### src/rtl/regfile_pkg.sv
// regfile_pkg
// Shared definitions for the register-file writeback path: widths, the PC
// register index, requester identifiers and the writeback request struct.
package regfile_pkg;

  localparam int ADDR_W   = 4;
  localparam int DATA_W   = 32;
  localparam int PC_REG   = 15;
  localparam int NUM_REGS = 16;

  // Writeback requester identity; also the encoding of the round-robin state.
  typedef enum logic {
    SRC_EX  = 1'b0,
    SRC_MEM = 1'b1
  } src_e;

  typedef struct packed {
    logic [ADDR_W-1:0] addr;
    logic [DATA_W-1:0] data;
  } wb_req_t;

endpackage

### src/rtl/rr_arb2.sv
// rr_arb2
// Two-requester round-robin arbiter with a hold input.
//   clk, rst_n : clock, async active-low reset
//   req_i[1:0] : request vector, bit SRC_EX / bit SRC_MEM
//   hold_i     : suppresses every grant this cycle
//   gnt_o[1:0] : one-hot grant (combinational), zero when nothing granted
// A grant is only ever given to an active request, so any grant is a
// transfer and moves the round-robin pointer.
module rr_arb2
  import regfile_pkg::*;
(
  input  logic       clk,
  input  logic       rst_n,
  input  logic [1:0] req_i,
  input  logic       hold_i,
  output logic [1:0] gnt_o
);

  src_e last_q;

  always_comb begin
    gnt_o = 2'b00;
    if (!hold_i) begin
      unique case (req_i)
        2'b01:   gnt_o = 2'b01;
        2'b10:   gnt_o = 2'b10;
        // contest: whoever did not win last time
        2'b11:   gnt_o = (last_q == SRC_EX) ? 2'b10 : 2'b01;
        default: gnt_o = 2'b00;
      endcase
    end
  end

  always_ff @(posedge clk or negedge rst_n) begin
    if (!rst_n) begin
      last_q <= SRC_EX;
    end else if (|gnt_o) begin
      last_q <= gnt_o[SRC_MEM] ? SRC_MEM : SRC_EX;
    end
  end

endmodule

### src/rtl/regfile_wb_arbiter.sv
// regfile_wb_arbiter
// Shares the single register-file write port between the EX and MEM
// writeback requesters, and tracks pending writes for decode hazard stalls.
//   clk, rst_n                      : clock, async active-low reset
//   ex_valid/ex_ready/ex_addr/ex_data     : EX writeback handshake
//   mem_valid/mem_ready/mem_addr/mem_data : MEM writeback handshake
//   hold                            : blocks all grants this cycle
//   rsv_valid/rsv_addr              : decode reserves a destination register
//   rf_wrEn/rf_wrAddr/rf_wrData     : registered register-file write port
//   busy_mask                       : bit i set = write to register i pending
//   err_pc                          : one-cycle pulse after an accepted PC write
// The register file commits on the falling edge, so a write registered at
// rising edge N is visible to readers after the falling edge of cycle N.
module regfile_wb_arbiter #(
  parameter int ADDR_W = regfile_pkg::ADDR_W,
  parameter int DATA_W = regfile_pkg::DATA_W,
  parameter int PC_REG = regfile_pkg::PC_REG
) (
  input  logic                  clk,
  input  logic                  rst_n,
  input  logic                  ex_valid,
  output logic                  ex_ready,
  input  logic [ADDR_W-1:0]     ex_addr,
  input  logic [DATA_W-1:0]     ex_data,
  input  logic                  mem_valid,
  output logic                  mem_ready,
  input  logic [ADDR_W-1:0]     mem_addr,
  input  logic [DATA_W-1:0]     mem_data,
  input  logic                  hold,
  input  logic                  rsv_valid,
  input  logic [ADDR_W-1:0]     rsv_addr,
  output logic                  rf_wrEn,
  output logic [ADDR_W-1:0]     rf_wrAddr,
  output logic [DATA_W-1:0]     rf_wrData,
  output logic [(1<<ADDR_W)-1:0] busy_mask,
  output logic                  err_pc
);

  import regfile_pkg::*;

  localparam int                NREGS = 1 << ADDR_W;
  localparam logic [ADDR_W-1:0] PC_A  = ADDR_W'(PC_REG);

  typedef struct packed {
    logic [ADDR_W-1:0] addr;
    logic [DATA_W-1:0] data;
  } req_t;

  logic [1:0]       gnt;
  req_t             sel;
  logic             xfer;
  logic             is_pc;
  logic             wren_q;
  logic [ADDR_W-1:0] addr_q;
  logic [DATA_W-1:0] data_q;
  logic             err_q;
  logic [NREGS-1:0] busy_q, busy_d;

  rr_arb2 u_arb (
    .clk    (clk),
    .rst_n  (rst_n),
    .req_i  ({mem_valid, ex_valid}),
    .hold_i (hold),
    .gnt_o  (gnt)
  );

  // Grants only go to active requests, so ready doubles as the transfer strobe.
  assign ex_ready  = gnt[SRC_EX];
  assign mem_ready = gnt[SRC_MEM];
  assign xfer      = |gnt;

  always_comb begin
    sel = gnt[SRC_MEM] ? req_t'{addr: mem_addr, data: mem_data}
                       : req_t'{addr: ex_addr,  data: ex_data};
  end

  // PC writes are accepted (and count for round-robin) but never reach the port.
  assign is_pc = (sel.addr == PC_A);

  // Clear for the winning write first, then reservation, so a same-cycle
  // reserve of the same register keeps the bit set.
  always_comb begin
    busy_d = busy_q;
    if (xfer && !is_pc)               busy_d[sel.addr] = 1'b0;
    if (rsv_valid && rsv_addr != PC_A) busy_d[rsv_addr] = 1'b1;
    busy_d[PC_A] = 1'b0;
  end

  always_ff @(posedge clk or negedge rst_n) begin
    if (!rst_n) begin
      wren_q <= 1'b0;
      addr_q <= '0;
      data_q <= '0;
      err_q  <= 1'b0;
      busy_q <= '0;
    end else begin
      wren_q <= xfer && !is_pc;
      err_q  <= xfer && is_pc;
      busy_q <= busy_d;
      // Address/data only move on a real write; idle cycles hold them.
      if (xfer && !is_pc) begin
        addr_q <= sel.addr;
        data_q <= sel.data;
      end
    end
  end

  // The async reset clears wren_q immediately, so no write survives into a
  // falling edge while rst_n is low.
  assign rf_wrEn   = wren_q;
  assign rf_wrAddr = addr_q;
  assign rf_wrData = data_q;
  assign busy_mask = busy_q;
  assign err_pc    = err_q;

endmodule

### config.mk
export PLATFORM = sky130hd
export DESIGN_NAME = regfile_wb_arbiter
export DESIGN_NICKNAME = d
export VERILOG_FILES = /design/src/rtl/regfile_pkg.sv /design/src/rtl/rr_arb2.sv /design/src/rtl/regfile_wb_arbiter.sv
export SDC_FILE = /design/constraint.sdc
export NUM_CORES = 1
export LEC_CHECK = 0
export ABC_AREA = 1
export CELL_PAD_IN_SITES_DETAIL_PLACEMENT = 0
export CELL_PAD_IN_SITES_GLOBAL_PLACEMENT = 2
export CORE_ASPECT_RATIO = 1.75
export CORE_UTILIZATION = 21
export DETAILED_ROUTE_END_ITERATION = 7
export PLACE_DENSITY_LB_ADDON = 0.1
export SYNTH_ARGS = -nofsm -noshare
export SYNTH_HDL_FRONTEND = slang
export SYNTH_HIERARCHICAL = 1
export SYNTH_SLANG_ARGS = --single-unit
export TNS_END_PERCENT = 50
### constraint.sdc
create_clock -name clk -period 2.05 [get_ports clk]
set_input_delay 0.615 -clock clk [delete_from_list [all_inputs] [get_ports clk]]
set_output_delay 0.615 -clock clk [all_outputs]
set_load 0.005 [all_outputs]
After elaboration in Yosys (flattened, before gate mapping)
Cells that the tools add are included.
- flip-flop bits (word level): 54
- output and inout bits: 56
- bits of input ports: 82
- equal/unequal tests: 5
- reductions and logical operators: 7
- bitwise logic cells: 3
- multiplexer cells: 11
- magnitude comparators: 4
- operators with widths (operator ; count):
    $mux W36 ; 1
    $mux W15 ; 2
    $and A15 B15 Y15 ; 1
    $not A15 Y15 ; 1
    $or A15 B15 Y15 ; 1
    $lt A4 B5 Y1 const B ; 2
    $demux W1 S4 ; 2
    $ge A4 B1 Y1 const B ; 2
    $pmux W2 S3 ; 1
    $logic_and A1 B1 Y1 ; 5
    $eq A2 B2 Y1 const B ; 2
    $eq A4 B4 Y1 const B ; 1
    $mux W2 ; 2
    $ne A4 B4 Y1 const B ; 1
    $mux W1 ; 3
    $eq A2 B1 Y1 const B ; 1
    $reduce_or A2 Y1 ; 1
    $logic_not A1 Y1 ; 1

Longest topological paths before layout
Gate-level depths: netlist (run 1).
- depth in word-level cells: 13
- gate-level depth with buffers: 13
- gate-level depth less buffers: 11

Modules after synthesis
The synthesis (run 1) kept the hierarchy.
- by module, submodules not included (module ; seq. area each (µm²) ; instances ; area an instance (µm²) ; cells each):
    regfile_wb_arbiter ; 1326.3 ; 1 ; 2824.0 ; 404
    rr_arb2 ; 25.0 ; 1 ; 65.1 ; 10

Worst setup path after synthesis (run 1)
No wires, ideal clock.
- kind: input -> register
- start: input hold
- end: register busy_q[11] (netlist: busy_mask[11])
- required time: 1.921 ns
- setup slack: 0.213 ns
- path buffers: 2
- arrival: 1.708 ns
- library setup time: 0.129 ns
- cell stages on the path: 10
- path through: inv_1 > nand3_1 > inv_1 > nor2_1 > buf_4 > inv_1 > buf_2 > nand2_1 > o21ai_0 > o21ai_0
- word-level cells in the longest chain between the ends: 11
- elaborated cells on any way between the ends: 16
- classes of those cells: order compare: 2; eq/ne: 1; mux: 6; bitwise: 3; reduce/logical: 4
- RTL lines (what ; RTL line ; text):
    from (decl) ; regfile_wb_arbiter.sv:29 ; input logic hold,
    $mux W2 (*) ; rr_arb2.sv:23 ; if (!hold_i) begin
    net mem_ready ; regfile_wb_arbiter.sv:26 ; output logic mem_ready,
    $mux W36 ; regfile_wb_arbiter.sv:73 ; sel = gnt[SRC_MEM] ? req_t'{addr: mem_addr, data: mem_data}
    $lt A4 B5 Y1 (not written as such) or $ge A4 B1 Y1 (tied branches) ; regfile_wb_arbiter.sv:84 ; if (xfer && !is_pc) busy_d[sel.addr] = 1'b0;
    $logic_and A1 B1 Y1 (not written as such) ; regfile_wb_arbiter.sv:84 ;
    $mux W1 (not written as such) ; regfile_wb_arbiter.sv:84 ;
    $demux W1 S4 ; regfile_wb_arbiter.sv:84 ;
    $not A15 Y15 (no source line) ; - ;
    $and A15 B15 Y15 (no source line) ; - ;
    $mux W15 (*) ; regfile_wb_arbiter.sv:84 ;
    $or A15 B15 Y15 (no source line) ; - ;
    $mux W15 (*) ; regfile_wb_arbiter.sv:85 ; if (rsv_valid && rsv_addr != PC_A) busy_d[rsv_addr] = 1'b1;
    net busy_d[11] ; regfile_wb_arbiter.sv:57 ; logic [NREGS-1:0] busy_q, busy_d;
    to (signal assigned) ; regfile_wb_arbiter.sv:99 ; busy_q <= busy_d;
    to (decl) ; regfile_wb_arbiter.sv:57 ;
The timed path passes the listed nets; every way through them passes the cells marked *.
A chain may end at the register's enable or synchronous reset.

Worst setup path in the final report (run 1)
- start: input hold
- end: register u_arb.last_q
- word-level cells in the longest chain between the ends: 2
- elaborated cells on any way between the ends: 3
- classes of those cells: mux: 2; reduce/logical: 1
- RTL lines (what ; RTL line ; text):
    $mux W2 (*) ; rr_arb2.sv:23 ;
    $mux W1 or $reduce_or A2 Y1 (tied branches) ; rr_arb2.sv:38, rr_arb2.sv:37 ;
    to (signal assigned) ; rr_arb2.sv:38 ; last_q <= gnt_o[SRC_MEM] ? SRC_MEM : SRC_EX;
    to (decl) ; rr_arb2.sv:19 ; src_e last_q;
Every way passes the cells marked *; elsewhere a longest branch is shown, timed or not.

==> impl_results.md, run 1 <==
- DP HPWL: 7.490 mm
- Worst Path Required: 2.29 ns
- Clk pin slew, worst setup/hold paths: ~0.070 ns
- Internal power: 2.706 mW
- WL final: about 10 mm
- TritonCTS clock tree: yes
- Number of routed nets with antenna violations: 0
- H-tree depth: 2
- Final hold violation count: 0
- RR Endpoint: u_arb/last_q
- Area of the mapped netlist: 2889 sq um
- FP Rows: 56
- Cells after synthesis: slightly above 400
- Syn-to-layout area delta: 75.44%
- Initial antenna violation count: 0
- Most common cell after layout, fill and taps aside: nand2_1
- Die Span Y: 157.2 um
- Worst Setup SP: hold
- Critical Path Source Type: primary input
- Met2 Routed Length: 6.130 mm
- Post-synthesis xor/xnor area fraction: 0
- CTS Root Cell: clkbuf_16
- Cts hold-fix bufs: 0
- Maximum VDD drop: about 0.28 mV
- Grt total ovfl: 0
- Share of layout cells above drive strength 1: 0.1412
- Net Count, Synth: 496
- Clk network pwr share: 0.258
- Fin crit share: 0.9851
- Via Count: 3105
- Top Layer Used: met4
- Depth of the worst register-to-register path: 13
- Final min period: between 2 and 2.5 ns
- Crit end category: register
- Synth Area in Compound Gates: 0.07926
- Outcome: finished, final reports clean
- Metal3 WL: 384 um
- Comb pwr share: 0.359
- Largest family of logic cells by synthesized area: simple AND/OR/NAND/NOR gates
- Total Die Area: 14250 sq um
- Area occupied by multi-input gates: 1380 sq um
- Worst Hold Class: primary input to asynchronous set/reset pin
- Largest net degree at the start of global routing: 55
- Synth Warn #: 6
- Final Max Slew Viols: 0
- Number of fillers in the final layout: about 1400
- Post-synth cell types: 17
- CTS Sinks: 54
- Clk_skew: roughly 0.0033 ns
- Worst-skew pair later-pin latency: 0.30 ns
- Multiplexer share of the synthesized area: 0
- Post-route DRC: 0
- RD Place Congestion: roughly 0.75
- I/O Buffers: 136
- Pwr dens: 742.6 nW/um^2
- # diodes: 0
- Register area: 1351 sq um
- TritonCTS buffer count: 5
- Max Freq: 495.2 MHz
- Vias in the first global route: 3249
- Sw Share: 0.2811
- M1 wire length: 3.530 mm
- Post-Synth Simple-Gate Area: 0.3824
- # IOs: 138
- First-pass GRT wire length: 16.09 mm
- Syn avg cell area: ~7 sq um
- Nets: around 670
- Seq/Total Area, Yosys: 0.4677
- MaxCap Viol Count: 0
- DR pass1 iterations: 4
- Die Wd: 90.67 um
- Tot Pwr: 3.764 mW
- Core Area: 13380 sq um
- Kind of critical path: primary input to register
- Crit-path max FO: 2
- Critical path arrival: 2.26 ns
- Mean number of vias per cell: between 4 and 5
- Adder-Cell Fraction of Synth Area: 0
- Core Util, Final: 0.3787
- TNS Setup: 0 ns
- Net Sw Power: between 1 and 1.5 mW
- Total track usage: 0.1482
- Drt wl/cell: 13.40 um
- DRT iter0 DRCs: 62
- Initial Util: 0.2159
- Leak pwr: 2.480 nW
- Max Buffers Root-to-Sink: 2
- Synth Register Bits: 54
- Critical R2R Launch: u_arb/last_q
- Final setup viols: 0
- Most frequent cells in the layout: nand2_1, clkdlybuf4s50_1, dfrtp_1, buf_4, o21ai_0
- Flop pwr share: 0.382
- Flop2flop setup slack: 0.15 ns
Yosys cell counts, drive strengths merged:
master  count  area (sq um)
nand2     233         902.1
a21oi       1         8.760
clkbuf      9         33.78
buf        11         91.33
inv        20         75.07
nand3      13         65.06
conb        1         3.750
o21ai      44         220.2
nor2       28         137.6
dfrtp      54          1351
worst max-delay path by stage:
stage                    end  slack (ns)
4_1_cts         rf_wrData[9]        0.08
5_1_grt         u_arb/last_q     -0.0005
6_report        u_arb/last_q        0.03
3_3_place_gp       mem_ready       -0.44
3_5_place_dp       mem_ready       -0.49
2_1_floorplan  busy_mask[11]        0.21
power groups by stage:
stage | clock network (mW) | logic [mW] | registers, mW
after floorplan | 0 | 0.406 | 1.46
after global placement | 0 | 1.26 | 1.46
after detailed placement | 0 | 1.27 | 1.46
after CTS | 1.01 | 1.37 | 1.45
after global routing | 1.03 | 1.50 | 1.47
final | 0.972 | 1.35 | 1.44
cells by family (layout without fill, tap and decap cells):
| family | after synthesis | in the layout |
|---|---|---|
| other | 1 | 1 |
| flip-flops | 54 | 54 |
| AND/OR/NAND/NOR | 274 | 274 |
| buffers and inverters | 40 | 214 |
| AO/OA/AOI/OAI | 45 | 45 |
metrics by stage:
step                cells  hold WS (ns)  worst slack (ns)  cell area [sq um]
floorplan             414        0.3194            0.2128               2889
global placement      728        0.4581           -0.4406               4576
detailed placement    728        0.4621           -0.4922               4576
CTS                   760        0.3261           0.07828               5026
global route          762        0.3465        -0.0005049               5069
finish                762        0.3159           0.03052               5069
registers in the layout, summed over array words and instances, names as in the netlist:
| register | flops |
|---|---|
| rf_wrData | 32 |
| busy_mask | 15 |
| rf_wrAddr | 4 |
| err_pc | 1 |
| rf_wrEn | 1 |
| u_arb/last_q | 1 |
area by class of cell:
class / count / area share
Clock buffer: 6 / 0.02543
Clock inverter: 2 / 0.007406
Inverter: 20 / 0.01654
Multi-Input combinational cell: 320 / 0.2723
Sequential cell: 54 / 0.2666
Tap cell: 174 / 0.04295
Timing Repair Buffer: 186 / 0.3688
layer usage:
layer,vias up,GRT usage
met4,0,0.04992
met2,73,0.3106
li1,1612,-
met3,9,0.02705
met1,1411,0.1390
met5,-,0
worst max-delay path, stage by stage:
cell and delay (ns):
dlygate4sd2_1 0.24, inv_2 0.06, nand3_2 0.08, buf_6 0.13
buf_4 0.12, buf_4 0.12, buf_4 0.12, buf_4 0.12
buf_4 0.12, buf_4 0.12, buf_4 0.12, buf_4 0.12
buf_4 0.12, nand2_2 0.04
repair_timing:
| item | in CTS | in global routing |
|---|---|---|
| pin swaps | 4 | 4 |
| gates cloned | 4 | 0 |
| gates resized for setup | 24 | 9 |
| setup endpoints to repair | 54 | 20 |
| setup buffers | 20 | 2 |
Power figures use the tool's default switching activity.
==> inputs of run 2 (changes only) <==
--- a/config.mk
+++ b/config.mk
@@ -12,6 +12,7 @@
 export CORE_UTILIZATION = 21
 export DETAILED_ROUTE_END_ITERATION = 7
 export PLACE_DENSITY_LB_ADDON = 0.1
+export RECOVER_POWER = 25
 export SYNTH_ARGS = -nofsm -noshare
 export SYNTH_HDL_FRONTEND = slang
 export SYNTH_HIERARCHICAL = 1
==> run 2 against run 1 <==
Effect of this change:
- flip-flop and latch count unchanged
- hold slack better by 0.16 ns
- via count about the same
- die area unchanged
- critical path type unchanged
- largest cell class unchanged
- highest routed layer unchanged
==> impl_results.md, run 2 (synthesis gave the netlist of run 1 again) <==
- Via Count: 3104 (-0.032%)
- Most common cell after layout, fill and taps aside: nand2_1
- DRT iter0 DRCs: 62 (unchanged)
- Tot Pwr: 3.760 mW (-0.10%)
- Leak pwr: 2.475 nW (-0.21%)
- Die Wd: 90.67 um (unchanged)
- CTS Root Cell: clkbuf_16
- MaxCap Viol Count: 0 (unchanged)
- Drt wl/cell: 13.41 um (about the same)
- Final hold violation count: 0 (unchanged)
- Grt total ovfl: 0 (unchanged)
- Rel. slew slack: 0.06852
- Max stage delay on crit path: 0.24 ns (about the same)
- Metal3 WL: 384 um (unchanged)
- Clk_skew: 0.003253 ns (-0.000006460 ns)
- I/O Buffers: 136 (unchanged)
- H-tree depth: 2 (unchanged)
- TritonCTS buffer count: 5 (unchanged)
- Max Buffers Root-to-Sink: 2 (unchanged)
- Most Frequent Cell on Critical Path: buf_4
- Cts hold-fix bufs: 0 (unchanged)
- Initial antenna violation count: 0 (unchanged)
- Worst Hold Class: register to register
- Top Layer Used: met4
- Max Freq: 495.2 MHz (unchanged)
- TritonCTS clock tree: yes
- Vias in the first global route: 3249 (unchanged)
- Largest net degree at the start of global routing: 55 (unchanged)
- Critical-path top delay cell: dlygate4sd2_1
- Mean number of vias per cell: 4.073 (about the same)
- Setup WS pre-CTS: -0.4922 ns (unchanged)
- Most frequent cells in the layout: nand2_1, clkdlybuf4s50_1, dfrtp_1, buf_4, o21ai_0
- Worst Path Required: 2.29 ns (about the same)
- Syn-to-layout area delta: 74.92%
- Worst Tran Pin Value: about 1.4 ns
- Post-route DRC: 0 (unchanged)
- Die Span Y: 157.2 um (unchanged)
- FP Rows: 56 (unchanged)
- # IOs: 138 (unchanged)
- # diodes: 0 (unchanged)
- Kind of critical path: primary input to register
- DP HPWL: 7.490 mm (unchanged)
- Critical path arrival: 2.26 ns (about the same)
- First-pass GRT wire length: 16.09 mm (unchanged)
- Critical Path Source Type: primary input
- Nets: 669 (unchanged)
- Share of layout cells above drive strength 1: 0.1412 (unchanged)
- Final setup viols: 0 (unchanged)
- Crit-path max FO: 2 (unchanged)
- Area occupied by multi-input gates: 1380 sq um (unchanged)
- Worst-skew pair later-pin latency: 0.30 ns (about the same)
- Maximum VDD drop: 0.2756 mV (about the same)
- Fin crit share: 0.9851 (unchanged)
- Clk pin slew, worst setup/hold paths: 0.07 ns (about the same)
- Outcome: finished, final reports clean
- WL final: 10.22 mm (about the same)
- Total track usage: 0.1482 (unchanged)
- Max reg flops: 32 (unchanged)
- Final min period: 2.019 ns (unchanged)
- Initial Util: 0.2159 (unchanged)
- M1 wire length: 3.535 mm (+0.14%)
- RD Place Congestion: 0.7519 (unchanged)
- Core Area: 13380 sq um (unchanged)
- Register area: 1351 sq um (unchanged)
- Final Max Slew Viols: 0 (unchanged)
- Pwr dens: 744.0 nW/um^2 (+0.19%)
- Met2 Routed Length: 6.130 mm (unchanged)
- Crit-path cells: dlygate4sd2_1, inv_2, nand3_2, buf_6, buf_4, buf_4, buf_4, buf_4, buf_4, buf_4, buf_4, buf_4, buf_4, nand2_2
- CTS Sinks: 54 (unchanged)
- Crit end category: register
- Setup ws final: 0.03052 ns (unchanged)
- DR pass1 iterations: 4 (unchanged)
- Total Die Area: 14250 sq um (unchanged)
- Number of routed nets with antenna violations: 0 (unchanged)
- Number of fillers in the final layout: 1434 (+0.14%)
[run 2: cell types whose count changed in the layout (fill, tap and decap cells not counted), sizes merged]
cell / before / now
buf: 50 / 49
clkbuf: 6 / 7
[run 2: through the flow]
step	hold slack [ns]	TNS, ns	std cells	util	area, sq um
2_1_floorplan	0.3194	0	414	-	2889
3_5_place_dp	0.4621	-23.84	728	0.3419	4576
6_report	0.4756	0	762	0.3776	5054
3_3_place_gp	0.4581	-21.36	728	0.3419	4576
4_1_cts	0.3261	0	760	0.3756	5026
5_1_grt	0.5063	-0.0005049	762	0.3776	5054
[run 2: worst max-delay path, delay by kind of cell]
family	cells	cell delay [ns]
simple gates	2	0.12
buf+inv	12	1.51
[run 2: report_power, final]
| group | switching [mW] | leakage, nW | internal [mW] |
|---|---|---|---|
| registers | 0.131 | 0.652 | 1.31 |
| clock network | 0.395 | 0.0771 | 0.578 |
| logic | 0.532 | 1.75 | 0.817 |
[run 2: layer usage]
metal | vias to the layer above | global-route usage
met4 | 0 | 0.04992
met2 | 73 | 0.3106
met3 | 9 | 0.02705
met1 | 1411 | 0.1390
met5 | - | 0
li1 | 1611 | -
[run 2: cell type report]
cell class	count	area share
sequential	54	0.2674
inverter	20	0.01659
multi-input combinational	320	0.2731
clock inverter	2	0.007428
timing repair buffer	186	0.3669
tap	174	0.04308
clock buffer	6	0.02550
[run 2: path summary, 6_finish.rpt]
kind	end	cells after the start	start	slack, ns
setup reg to reg	u_arb/last_q	13	u_arb/last_q	0.15
min in group asynchronous	busy_mask[0]	2	rst_n	0.73
hold / removal	rf_wrData[24]	2	rf_wrData[24]	0.48
max in group asynchronous	rf_wrData[26]	2	rst_n	0.49
setup / recovery	u_arb/last_q	14	hold	0.03
hold reg to reg	rf_wrData[24]	2	rf_wrData[24]	0.48
[run 2: what timing repair did]
action | 4_1_cts | 5_1_grt
hold endpoints to repair | 0 | 0
setup endpoints to repair | 54 | 20
setup buffers | 20 | 2
gates cloned | 4 | 0
resized for setup | 24 | 9
pin swaps | 4 | 4
==> inputs of run 3 (changes only) <==
--- a/config.mk
+++ b/config.mk
@@ -11,6 +11,7 @@
 export CORE_ASPECT_RATIO = 1.75
 export CORE_UTILIZATION = 21
 export DETAILED_ROUTE_END_ITERATION = 7
+export GPL_TIMING_DRIVEN = 0
 export PLACE_DENSITY_LB_ADDON = 0.1
 export RECOVER_POWER = 25
 export SYNTH_ARGS = -nofsm -noshare
==> run 3 against run 2 <==
Effect of this change:
- flip-flop and latch count unchanged
- largest cell class unchanged
- largest power group unchanged
- final area down 2.3%
- first-iteration DRC count up 27%
- critical path type is now primary input to output port
==> impl_results.md, run 3 (synthesis gave the netlist of run 1 again) <==
- Outcome: finished, final reports clean
- Worst Tran Pin Value: 1.062 ns (-0.3354 ns)
- Clk pin slew, worst setup/hold paths: 0.07 ns (about the same)
- MaxCap Viol Count: 0 (unchanged)
- # diodes: 0 (unchanged)
- TNS Setup: 0 ns (unchanged)
- Worst Path Required: 1.43 ns (-0.86 ns)
- Final hold violation count: 0 (unchanged)
- Depth of the worst register-to-register path: 12 (-1)
- Final setup viols: 0 (unchanged)
- Maximum VDD drop: 0.3058 mV (+11%)
- Vias in the first global route: 3115 (-4.1%)
- Crit-path max FO: 2 (unchanged)
- Syn-to-layout area delta: 70.94%
- Grt total ovfl: 0 (unchanged)
- Fin crit share: 0.9533 (-0.03181)
- Worst-skew pair later-pin latency: 0.30 ns (about the same)
- DP HPWL: 7.818 mm (+4.4%)
- Initial antenna violation count: 0 (unchanged)
- Cts hold-fix bufs: 0 (unchanged)
- Max reg flops: 32 (unchanged)
- Area occupied by multi-input gates: 1429 sq um (+3.5%)
- Post-route DRC: 0 (unchanged)
- TritonCTS clock tree: yes
- Die Wd: 90.67 um (unchanged)
- Core Area: 13380 sq um (unchanged)
- Die Span Y: 157.2 um (unchanged)
- DR pass1 iterations: 4 (unchanged)
- Placed cells: 725 (-0.41%)
- RD Place Congestion: 0.7305 (-2.8%)
- Clk_skew: 0.01032 ns (+0.007062 ns)
- Critical R2R Launch: u_arb/last_q
- Number of routed nets with antenna violations: 0 (unchanged)
- Leak pwr: 2.426 nW (-2.0%)
- Clk network pwr share: 0.265 (+0.006)
- Flop2flop setup slack: 0.25 ns (+0.10 ns)
- First-pass GRT wire length: 16.10 mm (about the same)
- Largest net degree at the start of global routing: 37 (-33%)
- H-tree depth: 2 (unchanged)
- CTS Root Cell: clkbuf_16
- Drt wl/cell: 13.62 um (+1.6%)
- DP Area: 4483 sq um (-2.0%)
- RSZ-0062 raised after global routing: false
- Hold_sp: busy_mask[9]
- Register area: 1351 sq um (unchanged)
- Share of layout cells above drive strength 1: 0.1174 (-0.02371)
- Total track usage: 0.1477 (-0.0004704)
- RR Endpoint: busy_mask[14]
- CTS Sinks: 54 (unchanged)
- Most frequent cells in the layout: nand2_1, clkdlybuf4s50_1, dfrtp_1, o21ai_0, nor2_1
- Max Buffers Root-to-Sink: 2 (unchanged)
- Layer with the highest usage: met2
- Tot Pwr: 3.728 mW (-0.83%)
- GR Layer Usage met3: 0.02754 (+0.0004831)
- Nets: 660 (-1.3%)
- TritonCTS buffer count: 5 (unchanged)
- Critical Path Source Type: primary input
- Worst Setup SP: hold
- Worst Hold Class: register to register
- Hold Path Stages: 2 (unchanged)
- Final Max Slew Viols: 0 (unchanged)
- FP Rows: 56 (unchanged)
- Flop pwr share: 0.385 (+0.002)
- Global Route met1 Usage: 0.1517 (+0.01270)
- Max Freq: 511.7 MHz (+3.3%)
- Number of fillers in the final layout: 1456 (+1.5%)
- WL final: 10.26 mm (+0.41%)
- Total Die Area: 14250 sq um (unchanged)
- Comb pwr share: 0.351 (-0.008)
- Internal power: 2.655 mW (-1.8%)
- Net Sw Power: 1.073 mW (+1.5%)
- Initial Util: 0.2159 (unchanged)
- Kind of critical path: primary input to output port
- Critical path arrival: 1.34 ns (-0.92 ns)
- Final min period: 1.954 ns (-0.06521 ns)
- Met2 Resource Use GR: 0.2958 (-0.01479)
- Crit end category: output port
- CP endpoint: ex_ready
- # IOs: 138 (unchanged)
- DRT iter0 DRCs: 79 (+27%)
- Final hold slack: 0.4737 ns (-0.001900 ns)
- I/O Buffers: 136 (unchanged)
- Mean number of vias per cell: 4.061 (-0.30%)
- Rel. slew slack: 0.2921 (+0.2236)
- Most common cell after layout, fill and taps aside: nand2_1
- Sw Share: 0.2879 (+0.006678)
- Post-Layout Cell Count: 753 (-1.2%)
- Via Count: 3058 (-1.5%)
- Pwr dens: 755.0 nW/um^2 (+1.5%)
- Fin area: 4938 sq um (-2.3%)
## run 3: cell types whose count changed in the layout (fill, tap and decap cells not counted), moves of 3 or more
| cell | change |
|---|---|
| o21ai_0 | -4 |
| nand2_1 | -4 |
| buf_12 | -4 |
| buf_8 | +3 |
| buf_4 | -17 |
| buf_2 | -3 |
| nor2_2 | -3 |
| nand2_4 | +5 |
| o21ai_1 | +4 |
| clkbuf_1 | +7 |
## run 3: what timing repair did
item                                    in CTS  in global routing
pin swaps                                   10                  9
resized for setup                           45                 11
buffers inserted                            15                  3
endpoints found under the setup margin      55                 42
cloned                                       2                  0
## run 3: area by class of cell
cell class	instances	area share
buffer	20	0.03192
clock buffer	6	0.02610
clock inverter	2	0.007601
inverter	20	0.01672
multi-input combinational	321	0.2893
sequential	54	0.2736
tap	174	0.04408
timing repair buffer	156	0.3106
## run 3: layer usage
| metal | part of all wire | wire length, um |
|---|---|---|
| met5 | 0 | 0 |
| met4 | 0.014 | 140 |
| met3 | 0.034 | 346 |
| met2 | 0.57 | 5890 |
| met1 | 0.38 | 3879 |
## run 3: how the worst min path moves through the flow
stage	endpoint	slack, ns
detailed placement	busy_mask[9]	0.46
finish	busy_mask[9]	0.47
floorplan	busy_mask[0]	0.32
global route	busy_mask[4]	0.50
global placement	busy_mask[0]	0.46
CTS	rf_wrData[5]	0.29
## run 3: metrics by stage
| stage | utilization | setup slack [ns] |
|---|---|---|
| final | 0.3690 | 0.09573 |
| after global routing | 0.3690 | 0.008749 |
| after CTS | 0.3657 | 0.08070 |
| after detailed placement | 0.3350 | -0.6529 |
| after global placement | 0.3339 | -1.556 |
| after floorplan | - | 0.2128 |
## run 3: power groups by stage
stage,Sequential [mW],Combinational (mW),Clock (mW)
final,1.43,1.31,0.987
after global routing,1.47,1.45,1.05
after CTS,1.44,1.32,1.02
after detailed placement,1.46,1.24,0
after global placement,1.46,1.23,0
after floorplan,1.46,0.406,0
## run 3: critical path, stage by stage
cell and delay, ns:
dlygate4sd2_1 0.24, inv_2 0.06, nand2_1 0.07, a21oi_2 0.13, clkdlybuf4s15_1 0.22
